==> src/rtl/tictactoe_board.sv <==
// Board-state owner for tic-tac-toe: validates moves, writes cells, judges win/draw from the detector.
// Latency: ack/err one cycle after acceptance; turn/game_over settle one cycle later (CHECK).
// Backpressure: move_ready is high only in PLAY; requests in CHECK/OVER are ignored, not queued.
module tictactoe_board (
  input  logic       clk,
  input  logic       rst,
  input  logic       new_game,
  input  logic       move_valid,
  input  logic [3:0] move_pos,
  output logic       move_ready,
  output logic       move_ack,
  output logic       move_err,
  input  logic       win_in,
  input  logic [1:0] winner_in,
  output logic [1:0] pos1,
  output logic [1:0] pos2,
  output logic [1:0] pos3,
  output logic [1:0] pos4,
  output logic [1:0] pos5,
  output logic [1:0] pos6,
  output logic [1:0] pos7,
  output logic [1:0] pos8,
  output logic [1:0] pos9,
  output logic [1:0] turn,
  output logic [3:0] move_count,
  output logic       game_over,
  output logic [1:0] result,
  output logic       draw
);

  typedef enum logic [1:0] {
    ST_PLAY  = 2'd0,
    ST_CHECK = 2'd1,
    ST_OVER  = 2'd2
  } state_t;

  state_t     r_state;
  state_t     w_state_nxt;

  logic [1:0] r_board [9];
  logic [1:0] r_turn;
  logic [3:0] r_count;
  logic [1:0] r_result;
  logic       r_draw;
  logic       r_ack;
  logic       r_err;

  logic       w_clear;
  logic       w_accept;
  logic       w_legal;
  logic       w_full;
  logic [8:0] w_sel;
  logic [8:0] w_free;

  // rst and new_game are interchangeable full clears
  assign w_clear  = rst | new_game;
  // an out-of-range position selects no cell, so it can never look free
  assign w_accept = (r_state == ST_PLAY) && move_valid && !w_clear;
  assign w_legal  = w_accept && |(w_sel & w_free);
  assign w_full   = (r_count == 4'd9);

  // one-hot decode of the requested cell and per-cell emptiness
  always_comb begin
    w_sel  = '0;
    w_free = '0;
    for (int i = 0; i < 9; i++) begin
      w_sel[i]  = (move_pos == 4'(i + 1));
      w_free[i] = (r_board[i] == 2'b00);
    end
  end

  // state register
  always_ff @(posedge clk) begin
    if (w_clear) r_state <= ST_PLAY;
    else         r_state <= w_state_nxt;
  end

  // next-state: a legal move forces a one-cycle CHECK before the next move
  always_comb begin
    w_state_nxt = r_state;
    case (r_state)
      ST_PLAY:  if (w_legal) w_state_nxt = ST_CHECK;
      ST_CHECK: w_state_nxt = (win_in || w_full) ? ST_OVER : ST_PLAY;
      ST_OVER:  w_state_nxt = ST_OVER;
      default:  w_state_nxt = ST_PLAY;
    endcase
  end

  // state-decoded outputs
  always_comb begin
    move_ready = (r_state == ST_PLAY);
    game_over  = (r_state == ST_OVER);
  end

  // board, turn, counters and result; a win on the last move outranks the draw
  always_ff @(posedge clk) begin
    if (w_clear) begin
      for (int i = 0; i < 9; i++) r_board[i] <= 2'b00;
      r_turn   <= 2'b01;
      r_count  <= 4'd0;
      r_result <= 2'b00;
      r_draw   <= 1'b0;
      r_ack    <= 1'b0;
      r_err    <= 1'b0;
    end else begin
      r_ack <= w_legal;
      r_err <= w_accept && !w_legal;
      if (w_legal) begin
        for (int i = 0; i < 9; i++) begin
          if (w_sel[i]) r_board[i] <= r_turn;
        end
        if (!w_full) r_count <= r_count + 4'd1;
      end
      if (r_state == ST_CHECK) begin
        if (win_in) begin
          r_result <= winner_in;
          r_draw   <= 1'b0;
        end else if (w_full) begin
          r_draw   <= 1'b1;
        end else begin
          r_turn   <= ~r_turn;
        end
      end
    end
  end

  assign move_ack   = r_ack;
  assign move_err   = r_err;
  assign turn       = r_turn;
  assign move_count = r_count;
  assign result     = r_result;
  assign draw       = r_draw;
  assign pos1       = r_board[0];
  assign pos2       = r_board[1];
  assign pos3       = r_board[2];
  assign pos4       = r_board[3];
  assign pos5       = r_board[4];
  assign pos6       = r_board[5];
  assign pos7       = r_board[6];
  assign pos8       = r_board[7];
  assign pos9       = r_board[8];

endmodule
==> config.mk <==
export PLATFORM = sky130hd
export DESIGN_NAME = tictactoe_board
export DESIGN_NICKNAME = d
export VERILOG_FILES = /design/src/rtl/tictactoe_board.sv
export SDC_FILE = /design/constraint.sdc
export NUM_CORES = 1
export LEC_CHECK = 0
export ABC_AREA = 1
export CAP_MARGIN = 5
export CORE_ASPECT_RATIO = 0.6
export CORE_MARGIN = 2
export CORE_UTILIZATION = 41
export CTS_CLUSTER_SIZE = 24
export DETAILED_ROUTE_END_ITERATION = 10
export PLACE_DENSITY = 0.74
export SLEW_MARGIN = 25
export SYNTH_ARGS = -nofsm -noshare
export SYNTH_HDL_FRONTEND = slang
export SYNTH_SLANG_ARGS = --single-unit
export TNS_END_PERCENT = 50
==> constraint.sdc <==
create_clock -name clk -period 1.7 [get_ports clk]
set_clock_uncertainty 0.1 [all_clocks]
set_input_delay 0.17 -clock clk [delete_from_list [all_inputs] [get_ports clk]]
set_output_delay 0.17 -clock clk [all_outputs]
set_load 0.02 [all_outputs]
* Word level (Yosys, flattened, before mapping)
Memories as Yosys holds them, arrays and structs flattened. Index checks and enable logic that the tools add are counted. Widths: inputs -> output; s select.
Word-level totals: input bits 11, memories kept 1, bits in registers 13, memory bits (writable) 18, word-level logic and storage cells 111
Memory list:
- r_board | words 9, width 2, rd ports 9, clocked after Yosys merged registers in 0, wr ports 9, line 40 | logic [1:0] r_board [9];
Operators by class: equal/unequal tests 13, add/subtract/negate cells 1, reductions and logical operators 23, muxes and demuxes 52, bitwise gates (word level) 14
Operator list (count):
- $mux 1 | 40
- $mux 2 | 11
- $logic_not 2->1 | 10
- $eq 4x3->1 const B | 4
- $eq 4x4->1 const B | 3
- $or 1x1->1 | 10
- $and 9x9->9 | 1
- $reduce_or 9->1 | 1
- $eq 4x2->1 const B | 2
- $pmux 2 s3 | 1
- $reduce_and 2->1 | 3
- $add 4x1->4 const B | 1
- $eq 4x1->1 const B | 1
- $logic_and 1x1->1 | 4
- $reduce_and 3->1 | 1
- $eq 2x1->1 const B | 1
- $eq 2x2->1 const B | 1
- $logic_not 1->1 | 2
- $ne 2x1->1 const B | 1
- $not 1->1 | 2
- $not 2->2 | 1
- $reduce_bool 2->1 | 1
- $logic_or 1x1->1 | 1

* Depth between registers and ports, before layout
Gate-level depths: netlist of run 1.
depth after elaboration 8, mapped depth 10, mapped depth without buffers 10

* Worst setup path before layout of run 1
Ideal clock, no wire load.
kind register -> register, start memory r_board[4][1], in the netlist r_board[0][9], end memory r_board[0][0] (data pin), slack -115 ps, stages on the path, launching flop included 8, period minus slack after synthesis 1815 ps, arrival 1500 ps, buffers on the path 1, path through edfxtp_1 -> or2_2 -> nor2_1 -> nor2_1 -> nand2_4 -> nand2_4 -> buf_6 -> nor2_1
RTL lines (line):
- start, declared | 40

==> results of run 1 <==
[what timing repair did]
item	CTS	global route
endpoints found under the setup margin	37	41
setup buffers	0	1
gates resized for setup	9	10
[placed cells by master (no fill, tap or decap), types with 6 or more instances in the layout]
cell / netlist / layout
buf_4: 0 / 20
clkdlybuf4s50_1: 0 / 35
dfxtp_1: 13 / 13
edfxtp_1: 18 / 18
inv_1: 18 / 18
nand2_1: 21 / 21
nand3_1: 13 / 13
nor2_1: 28 / 21
nor2_2: 3 / 9
o21ai_2: 6 / 6
[area by class of cell]
type | instances | share of cell area, %
clock inverter | 2 | 0.405
multi-input combinational | 98 | 26.5
sequential | 31 | 37.1
tap | 45 | 2.61
timing repair buffer | 61 | 26.5
clock buffer | 5 | 3.18
inverter | 22 | 3.82
[worst min-delay path by stage]
stage	depth (start not counted)	slack, ns	startpoint	end
2_1_floorplan	2	0.20	winner_in[0]	result[0]
3_3_place_gp	1	0.39	turn[0]	turn[0]
3_5_place_dp	1	0.41	turn[0]	turn[0]
4_1_cts	3	0.39	winner_in[1]	result[1]
5_1_grt	3	0.39	winner_in[1]	result[1]
6_report	3	0.39	winner_in[1]	result[1]
[flip-flops by register name, indices dropped and copies added (netlist names)]
signal      cells
result          2
move_ack        1
draw            1
move_count      4
turn            2
r_board        18
move_err        1
r_state         2
[routing by layer]
| layer | up-vias | share of wire (%) | global-route usage (%) |
|---|---|---|---|
| met5 | - | 0 | 0 |
| met2 | 67 | 44 | 30.3 |
| met3 | 4 | 7.6 | 5.93 |
| met1 | 597 | 48 | 26.7 |
| li1 | 632 | - | - |
| met4 | 0 | 0.66 | 4.89 |
[worst min-delay path: stages]
cell,delay (ns)
clkdlybuf4s50_1,0.40
nor2_1,0.10
nor2_1,0.05
[per-stage QoR]
stage / setup slack [ns] / util [%]
after floorplan: -0.0388 / -
after global placement: -0.317 / 61.4
after detailed placement: -0.356 / 61.4
after CTS: -0.000796 / 65.0
after global routing: -0.00825 / 66.2
final: 0.0599 / 66.2
[power breakdown]
group	switching [mW]	internal (mW)
registers	0.0167	0.821
logic	0.143	0.120
clock network	0.238	0.271
[cell families (layout without fill, tap and decap cells)]
| group | count (synthesis) | in the layout |
|---|---|---|
| compound gates | 19 | 19 |
| xor+xnor | 1 | 1 |
| fa+ha+maj | 2 | 2 |
| buf+inv | 24 | 90 |
| flops | 31 | 31 |
| simple gates | 76 | 76 |
==> impl_metrics.tcl, run 1 <==
set metrics [dict create \
    r2r_slack_ns 0.06 \
    p_leak_nw 0.915 \
    ant_nets 0 \
    cts_tree "built" \
    cp_top_family "simple AND/OR/NAND/NOR gates" \
    dp_hpwl_microns 2800 \
    finalCriticalPeriod_ns 1.64 \
    tns_ns 0 \
    die_x_microns 79.5 \
    endpoint_kind "register" \
    clock.fmax_ghz 0.610 \
    synth_compound_area_share_pct 8.65 \
    crit_start "r_board[0][9]" \
    wl_per_cell_microns 13.8 \
    vdd_ir_drop_max_v 0.000427 \
    syn_avg_cell_area_sq_um 9.18 \
    grt_pass1_wl_microns 5800 \
    synth_area_sq_um 1400 \
    numPlacedInstances 256 \
    track_usage_pct 19.5 \
    synthMostInstantiatedCell "nor2_1" \
    core_area_sq_um 3260 \
    fillers 237 \
    place_congestion 0.821 \
    reg2reg_to "r_board[0][8]" \
    antenna_found_initial 0 \
    whs_ns 0.392 \
    port_buffers 41 \
    endpoint "r_board[0][8]" \
    crit_type "reg2reg" \
    clk_path_buf_depth 2 \
    total_power_mw 1.61 \
    synthSimpleGateAreaFrac_pct 24.9 \
    ys_async_sr_fraction_pct 0 \
    cts-root-buf "clkbuf_8" \
    reg2reg_depth 6 \
    nets 232 \
    synth.area.top_cells "edfxtp_1 (39%), dfxtp_1 (19%), nor2_1 (7.5%)" \
    max_stage_delay_ns 0.40 \
    synth_fa_ha_area_share_pct 1.78 \
    status "completed" \
    syn_inst 153 \
    hold_path_class "in2reg" \
    drt-total-wl_microns 3640 \
    htree_levels 2 \
    num_rows 16 \
    min_period_over_period_pct 96.5 \
    drv_slew 0 \
    grt_max_degree 17 \
    netlist.area_leader.share_pct 38.5 \
    crit_required_ns 1.57 \
    yosys_most_used_dff "edfxtp_1" \
    ys_top_cells_by_count "nor2_1 (28), nand2_1 (21), edfxtp_1 (18), inv_1 (18)" \
    worst_slew_pin_slew_ns 0.262 \
    synth_top_family_by_area "simple AND/OR/NAND/NOR gates" \
    yosysTopAreaCell "edfxtp_1" \
    worstPathMaxFanout 13 \
    synth_cell_types 24 \
    hold_viol_final 0 \
    die_y_microns 49.3 \
    yosysSeqAreaShare_pct 57.0 \
    ys_warn_count 0 \
    dr.pass1.iters 4 \
    drc_errors 0 \
    cp.depth 6 \
    grt_overflow 0 \
    dpl_cell_area_sq_um 2000 \
    synth_edf_count 18 \
    slew_headroom_pct 82.5 \
    powerDensity_nw_per_um2 745 \
    setup_violations 0 \
    ys_seq_elements 31 \
    seq_area_sq_um 801 \
    hold_buffers 0 \
    startpoint_type "register" \
    layout-drive-gt1-share_pct 24.2 \
    syn_to_final_growth_pct 53.9 \
    r2r-start "r_board[0][9]" \
    crit_arrival_ns 1.51 \
    clk_latency_ns 0.27 \
    drv_cap 0 \
    ioPinCount 42 \
    crit_buf_inv 0 \
    vias 1300 \
    muxShareOfSynthArea_pct 0 \
    clock-sinks 31 \
    path_cells "or2_4, nor2_1, nor2_2, nand2_4, nand2_8, o21ai_4" \
    fin_area_sq_um 2160 \
    crit_slowest_cell "edfxtp_1" \
    start_util_pct 43.0 \
    clkTransAtPathRegs_ns 0.06 \
    post_drt_via_cell_ratio 4.92 \
    numCtsBuffers 5 \
    fin_cells 264 \
    synth_xor_area_share_pct 0.624 \
    antennaDiodeCount 0 \
    first_global_vias 1259 \
    first_iter_violations 80 \
    die_area_sq_um 3920 \
    multi_input_area_sq_um 572 \
    syn_nets 166 \
]
(Power assumes the default switching activity.)
==> run 2, diff against run 1 <==
- ABC_CLOCK_PERIOD_IN_PS: not set -> 1700
- GPL_ROUTABILITY_DRIVEN: not set -> 0
- SLEW_MARGIN: 25 -> not set
==> results of run 2 <==
Same layout as run 1: the final DEF is identical, and so are final timing and power.
==> run 3, diff against run 2 <==
- GPL_ROUTABILITY_DRIVEN: 0 -> 1
==> results of run 3 <==
Same layout as run 1: the final DEF is identical, and so are final timing and power.
==> RTL change 1: new RTL, settings of run 1 <==
Register the output `move_count` once more, without a reset; this adds one clock of latency there. The other outputs are not delayed to match.
--- a/src/rtl/tictactoe_board.sv
+++ b/src/rtl/tictactoe_board.sv
@@ -128,5 +128,7 @@
   assign move_err   = r_err;
   assign turn       = r_turn;
-  assign move_count = r_count;
+  always_ff @(posedge clk) begin
+    move_count <= r_count;
+  end
   assign result     = r_result;
   assign draw       = r_draw;
Formal check against the unedited RTL: not equivalent (Yosys sat finds a counterexample within 4 cycles, from zero or initial values).
==> RTL change 1 against run 1 <==
- sequential cell count is 4 higher
- combinational power shrank 5%
- power grew 9.3%
- clock power increased by 14%
- wire length decreased by 2.3%
- register-to-register slack improved by 20 ps
- sequential share of layout area rose by 2.4 points
- worst setup slack lost 13 ps
- synthesized area increased by 3.8%
- final area is 3.3% higher
- critical path type is now reg -> out
- critical endpoint is now pos2[1]
- highest routed layer unchanged
==> RTL change 1: results (changes against run 1) <==
set qor(outcome) {completed}
set qor(syn_nets) 168 ;# +1.2%
set qor(path_max_fanout) 2 ;# -11
set qor(critical-path-top-delay-family) {buffers and inverters}
set qor(io_buffers) 41 ;# unchanged
set qor(timing.rr.start) {r_board[0][9]}
set qor(synth_enable_flop_cells) 18 ;# unchanged
set qor(clk_transition_reported_paths_ps) 70
set qor(largest_registers) {r_board (18), move_count (4), r_count (4)}
set qor(via_per_inst) 4.75 ;# -3.5%
set qor(worstHoldPathType) {reg -> reg}
set qor(grt_start_max_net_pins) 15 ;# -2
set qor(power_leakage_nw) 0.958 ;# +4.7%
set qor(worst_slew_margin_rel_pct) 81.1 ;# -1.4 points
set qor(clock_insertion_delay_worst_skew_ps) 290 ;# +20 ps
set qor(finalNetCount) 233 ;# +0.43%
set qor(number_of_buffers_between_clock_root_and_the_deepest_sink) 2 ;# unchanged
set qor(fill_cells) 276 ;# +16%
set qor(ys_warn_count) 0 ;# unchanged
set qor(cp_data_arrival_time_ps) 1380 ;# -130 ps
set qor(yosysTopAreaCellShare_pct) 37.1 ;# -1.4 points
set qor(dp_hpwl_um) 2690 ;# -3.9%
set qor(drt-initial-drc-count) 77 ;# -3.8%
set qor(peakVddDrop_mv) 0.551 ;# +29%
set qor(critical-path-slowest-cell) {clkdlybuf4s50_1}
set qor(whs_ps) 298 ;# -93.7 ps
set qor(antenna_violations_before_repair) 0 ;# unchanged
set qor(grt_first_pass_wirelength_um) 5670 ;# -2.3%
set qor(grt_util_all_layers_pct) 19.3 ;# -0.23 points
set qor(grt_pass1_vias) 1260 ;# +0.079%
set qor(synth-async-reset-ratio_pct) 0 ;# unchanged
set qor(min_delay_path_depth) 0 ;# -3
set qor(ant_cells) 0 ;# unchanged
set qor(holdCritStartpoint) {r_count[1]}
set qor(drt_first_pass_iters) 4 ;# unchanged
set qor(min_to) {move_count[1]}
set qor(post_synth_num_cell_types) 26 ;# +8.3%
set qor(synth.area.top_cells) {edfxtp_1 37%, dfxtp_1 23%, nor2_1 7.0%}
set qor(cts_root_buffer) {clkbuf_8}
set qor(cts.htree.levels) 2 ;# unchanged
set qor(wirelength_um) 3560 ;# -2.3%
set qor(ff2ff_setup_slack_ps) 80 ;# +20 ps
set qor(finalWeightedCongestion) 0.813 ;# -0.90%
set qor(drive_gt1_share_pct) 25.3 ;# +1.1 points
set qor(r2r_cells) 6 ;# unchanged
set qor(cts_made_buffers) 5 ;# unchanged
set qor(timing.final.crit_share_pct) 97.2 ;# +0.76 points
set qor(synth.yosys.seq_area_share_pct) 60.4 ;# +3.4 points
set qor(worst_r2r_endpoint) {r_board[0][0]}
set qor(synth.cells.most_frequent) {27 x nor2_1, 19 x nand2_1, 18 x edfxtp_1, 17 x dfxtp_1, 16 x inv_1}
set qor(slowest_cell_delay_on_critical_path_ps) 520 ;# +120 ps
RTL change 1: cell count changes after synthesis, sizes merged:
cell    before  now
a21oi        4    6
nand2       23   21
buf          1    3
o21ai       13   14
inv         22   21
nand4        4    2
a31oi        1    0
o21a         1    0
dfxtp       13   17
xnor2        0    1
clkbuf       1    0
RTL change 1: worst register-to-register path, cell delays in order, from the launching register on:
cell	delay, ps
edfxtp_1	380
or2_4	270
nor2_2	100
nor2_1	60
nand2_2	110
nand2_8	110
o21ai_1	200
RTL change 1: worst max path at each step:
stage / start / endpoint / depth (start not counted)
finish: r_board[0][3] / pos2[1] / 2
global route: r_board[0][15] / r_board[0][0] / 7
CTS: move_pos[1] / r_board[0][17] / 9
detailed placement: move_pos[3] / r_board[0][17] / 9
global placement: move_pos[2] / r_board[0][16] / 9
floorplan: r_board[0][9] / r_board[0][10] / 7
RTL change 1: what timing repair did:
item,4_1_cts,5_1_grt
endpoints found under the setup margin,26,40
gates resized for setup,7,17
pin swaps,0,1
cloned,0,1
setup buffers,0,2
RTL change 1: logic make-up (layout without fill, tap and decap cells):
group | after synthesis | in the layout | synth area share [%]
compound gates | 20 | 20 | 7.12
xor+xnor | 2 | 2 | 1.20
fa+ha+maj | 2 | 2 | 1.72
buf+inv | 24 | 90 | 6.78
flops | 35 | 35 | 60.4
simple gates | 72 | 72 | 22.7
RTL change 1: final cells by class:
type | instances | area, um2 | area share [%]
inverters | 21 | 78.8 | 3.53
multi-input cells | 96 | 551 | 24.7
clock inverters | 1 | 5.00 | 0.224
clock buffers | 7 | 76.3 | 3.42
flip-flops and latches | 35 | 881 | 39.5
well taps | 45 | 56.3 | 2.52
repair buffers | 61 | 584 | 26.2
RTL change 1: metrics by stage:
step / setup slack (ps) / std cells / util (%) / instance area [um2]
finish: 47.1 / 266 / 67.2 / 2230
global route: 2.63 / 266 / 67.2 / 2230
CTS: 18.7 / 263 / 64.9 / 2160
detailed placement: -458 / 255 / 62.3 / 2070
global placement: -350 / 255 / 62.3 / 2070
floorplan: -38.9 / 155 / - / 1480
RTL change 1: power breakdown:
group          internal [mW]  total, mW  switching [mW]  leakage (nW)
clock network          0.287      0.579           0.292        0.0422
registers              0.915      0.931          0.0159         0.337
logic                  0.116      0.250           0.134         0.578
total                   1.32       1.76           0.441         0.958
RTL change 1: per-layer routing:
layer,vias to the layer above,global-route usage (%),share of wire [%]
li1,632,-,-
met1,573,23.3,45
met2,48,31.0,47
met3,11,6.65,6.5
met4,0,9.04,1.6
met5,-,0,0
==> RTL change 2: new RTL, flow settings as in run 1 <==
Without the edit above. One comparison of `r_count` changes from == to >=.
--- a/src/rtl/tictactoe_board.sv
+++ b/src/rtl/tictactoe_board.sv
@@ -58,5 +58,5 @@
   assign w_accept = (r_state == ST_PLAY) && move_valid && !w_clear;
   assign w_legal  = w_accept && |(w_sel & w_free);
-  assign w_full   = (r_count == 4'd9);
+  assign w_full   = (r_count >= 4'd9);
 
   // one-hot decode of the requested cell and per-cell emptiness
Function: no difference found for any inputs over 10 cycles, from zero or initial values; that may be too few to reach the edited logic, so the function may still have changed.
==> RTL change 2 against run 1 <==
- synthesized area is 1.4% lower
- final area grew 2.8%
- worst setup slack got worse by 59 ps
- largest power group unchanged
- power increased by 8.0%
- sequential cell count unchanged
- wire length is 3.2% lower
- clock power up 24%
- count of clock-buffer cells in the layout is 3 higher
==> RTL change 2: results (changes against run 1) <==
set qor(cts_made_buffers) 5 ;# unchanged
set qor(dp_hpwl_um) 2590 ;# -7.6%
set qor(power_leakage_nw) 0.940 ;# +2.7%
set qor(peakVddDrop_mv) 0.427 ;# about the same
set qor(slowest_cell_delay_on_critical_path_ps) 400 ;# about the same
set qor(cts_root_buffer) {clkbuf_8}
set qor(grt_util_all_layers_pct) 19.2 ;# -0.32 points
set qor(routedWlPerCell_um) 13.3 ;# -3.6%
set qor(clk_transition_reported_paths_ps) 60 ;# about the same
set qor(finalWeightedCongestion) 0.899 ;# +9.6%
set qor(cts.htree.levels) 2 ;# unchanged
set qor(registers.top_by_ff_count) {r_board}
set qor(ant_cells) 0 ;# unchanged
set qor(max_cap_viols) 0 ;# unchanged
set qor(synth_enable_flop_cells) 18 ;# unchanged
set qor(detailroute.via_count) 1255 ;# -3.5%
set qor(setup_viol_count_final) 0 ;# unchanged
set qor(syn_nets) 164 ;# -1.2%
set qor(critPathKind) {reg -> reg}
set qor(grt_start_max_net_pins) 15 ;# -2
set qor(antenna_violations_before_repair) 0 ;# unchanged
set qor(post_synth_num_cell_types) 28 ;# +17%
set qor(ys.flop_type) {edfxtp_1}
set qor(worst_slew_margin_rel_pct) 76.4 ;# -6.1 points
set qor(holdCritStartpoint) {draw}
set qor(grt_first_pass_wirelength_um) 5570 ;# -4.0%
set qor(fill_cells) 255 ;# +7.6%
set qor(critical-path-top-delay-family) {simple AND/OR/NAND/NOR gates}
set qor(grt_pass1_vias) 1240 ;# -1.5%
set qor(io_buffers) 41 ;# unchanged
set qor(drt-initial-drc-count) 79 ;# -1.3%
set qor(ys_warn_count) 0 ;# unchanged
set qor(clock_insertion_delay_worst_skew_ps) 280
set qor(synth.yosys.seq_area_share_pct) 57.9 ;# +0.83 points
set qor(number_of_buffers_between_clock_root_and_the_deepest_sink) 2 ;# unchanged
set qor(whs_ps) 371 ;# -20.8 ps
set qor(outcome) {completed}
set qor(timing.rr.start) {r_board[0][10]}
set qor(min_delay_path_depth) 2 ;# -1
set qor(cp_data_arrival_time_ps) 1590 ;# +80 ps
set qor(worstHoldPathType) {reg -> reg}
set qor(synth.area.top_cells) {edfxtp_1 39%, dfxtp_1 19%, nor2_1 7.3%}
set qor(finalNetCount) 233 ;# +0.43%
set qor(r2r_cells) 8 ;# +2
set qor(path_max_fanout) 8 ;# -5
set qor(p_int_mw) 1.32 ;# +8.8%
set qor(drive_gt1_share_pct) 27.3 ;# +3.1 points
set qor(synth-async-reset-ratio_pct) 0 ;# unchanged
set qor(synth.cells.most_frequent) {27 x nor2_1, 19 x nand2_1, 18 x edfxtp_1, 17 x inv_1, 13 x dfxtp_1}
set qor(drt_first_pass_iters) 4 ;# unchanged
set qor(ff2ff_setup_slack_ps) 1 ;# -60 ps
set qor(worst_r2r_endpoint) {r_board[0][5]}
set qor(largest_register_ffs) 18 ;# unchanged
set qor(critical-path-slowest-cell) {edfxtp_1}
set qor(min_to) {draw}
[RTL change 2: changes by cell type in the layout (fill, tap and decap cells not counted), sizes merged, moves of 2 or more]
| cell | delta |
|---|---|
| buf | +4 |
| dlygate4sd2 | +4 |
| clkbuf | +3 |
| dlymetal6s2s | -3 |
| clkinv | -2 |
| nand2 | -2 |
[RTL change 2: per-stage QoR]
step,instances,worst slack [ps],area (um2)
detailed placement,255,-533,2010
finish,265,1.23,2220
floorplan,150,-21.4,1400
CTS,263,9.96,2140
global placement,255,-421,2010
global route,265,-60.3,2220
[RTL change 2: metal layers]
metal / wire length (um) / track usage, %
met5: 0 / 0
met4: 51 / 6.90
met3: 233 / 6.85
met2: 1680 / 31.2
met1: 1560 / 23.6
[RTL change 2: cell type report]
cell class / instances / area, um2 / area share (%)
inverters: 21 / 78.8 / 3.55
well taps: 45 / 56.3 / 2.54
repair buffers: 65 / 597 / 26.9
clock buffers: 8 / 100 / 4.51
flip-flops and latches: 31 / 802 / 36.1
multi-input cells: 95 / 587 / 26.4
[RTL change 2: power groups by stage]
| stage | registers (mW) | logic, mW | clock network (mW) |
|---|---|---|---|
| floorplan | 0.883 | 0.0780 | 0 |
| finish | 0.836 | 0.272 | 0.630 |
| global placement | 0.850 | 0.240 | 0 |
| global route | 0.839 | 0.291 | 0.671 |
| detailed placement | 0.852 | 0.245 | 0 |
| CTS | 0.836 | 0.249 | 0.640 |
[RTL change 2: cells by family after synthesis]
logic type | share of synthesized area [%]
xor+xnor | 0.633
simple gates | 24.2
buf+inv | 7.14
flops | 57.9
fa+ha+maj | 2.71
compound gates | 7.41
[RTL change 2: repair_timing]
action | 4_1_cts | 5_1_grt
endpoints found under the setup margin | 37 | 41
pin swaps | 1 | 7
buffers inserted | 0 | 2
gates resized for setup | 15 | 18
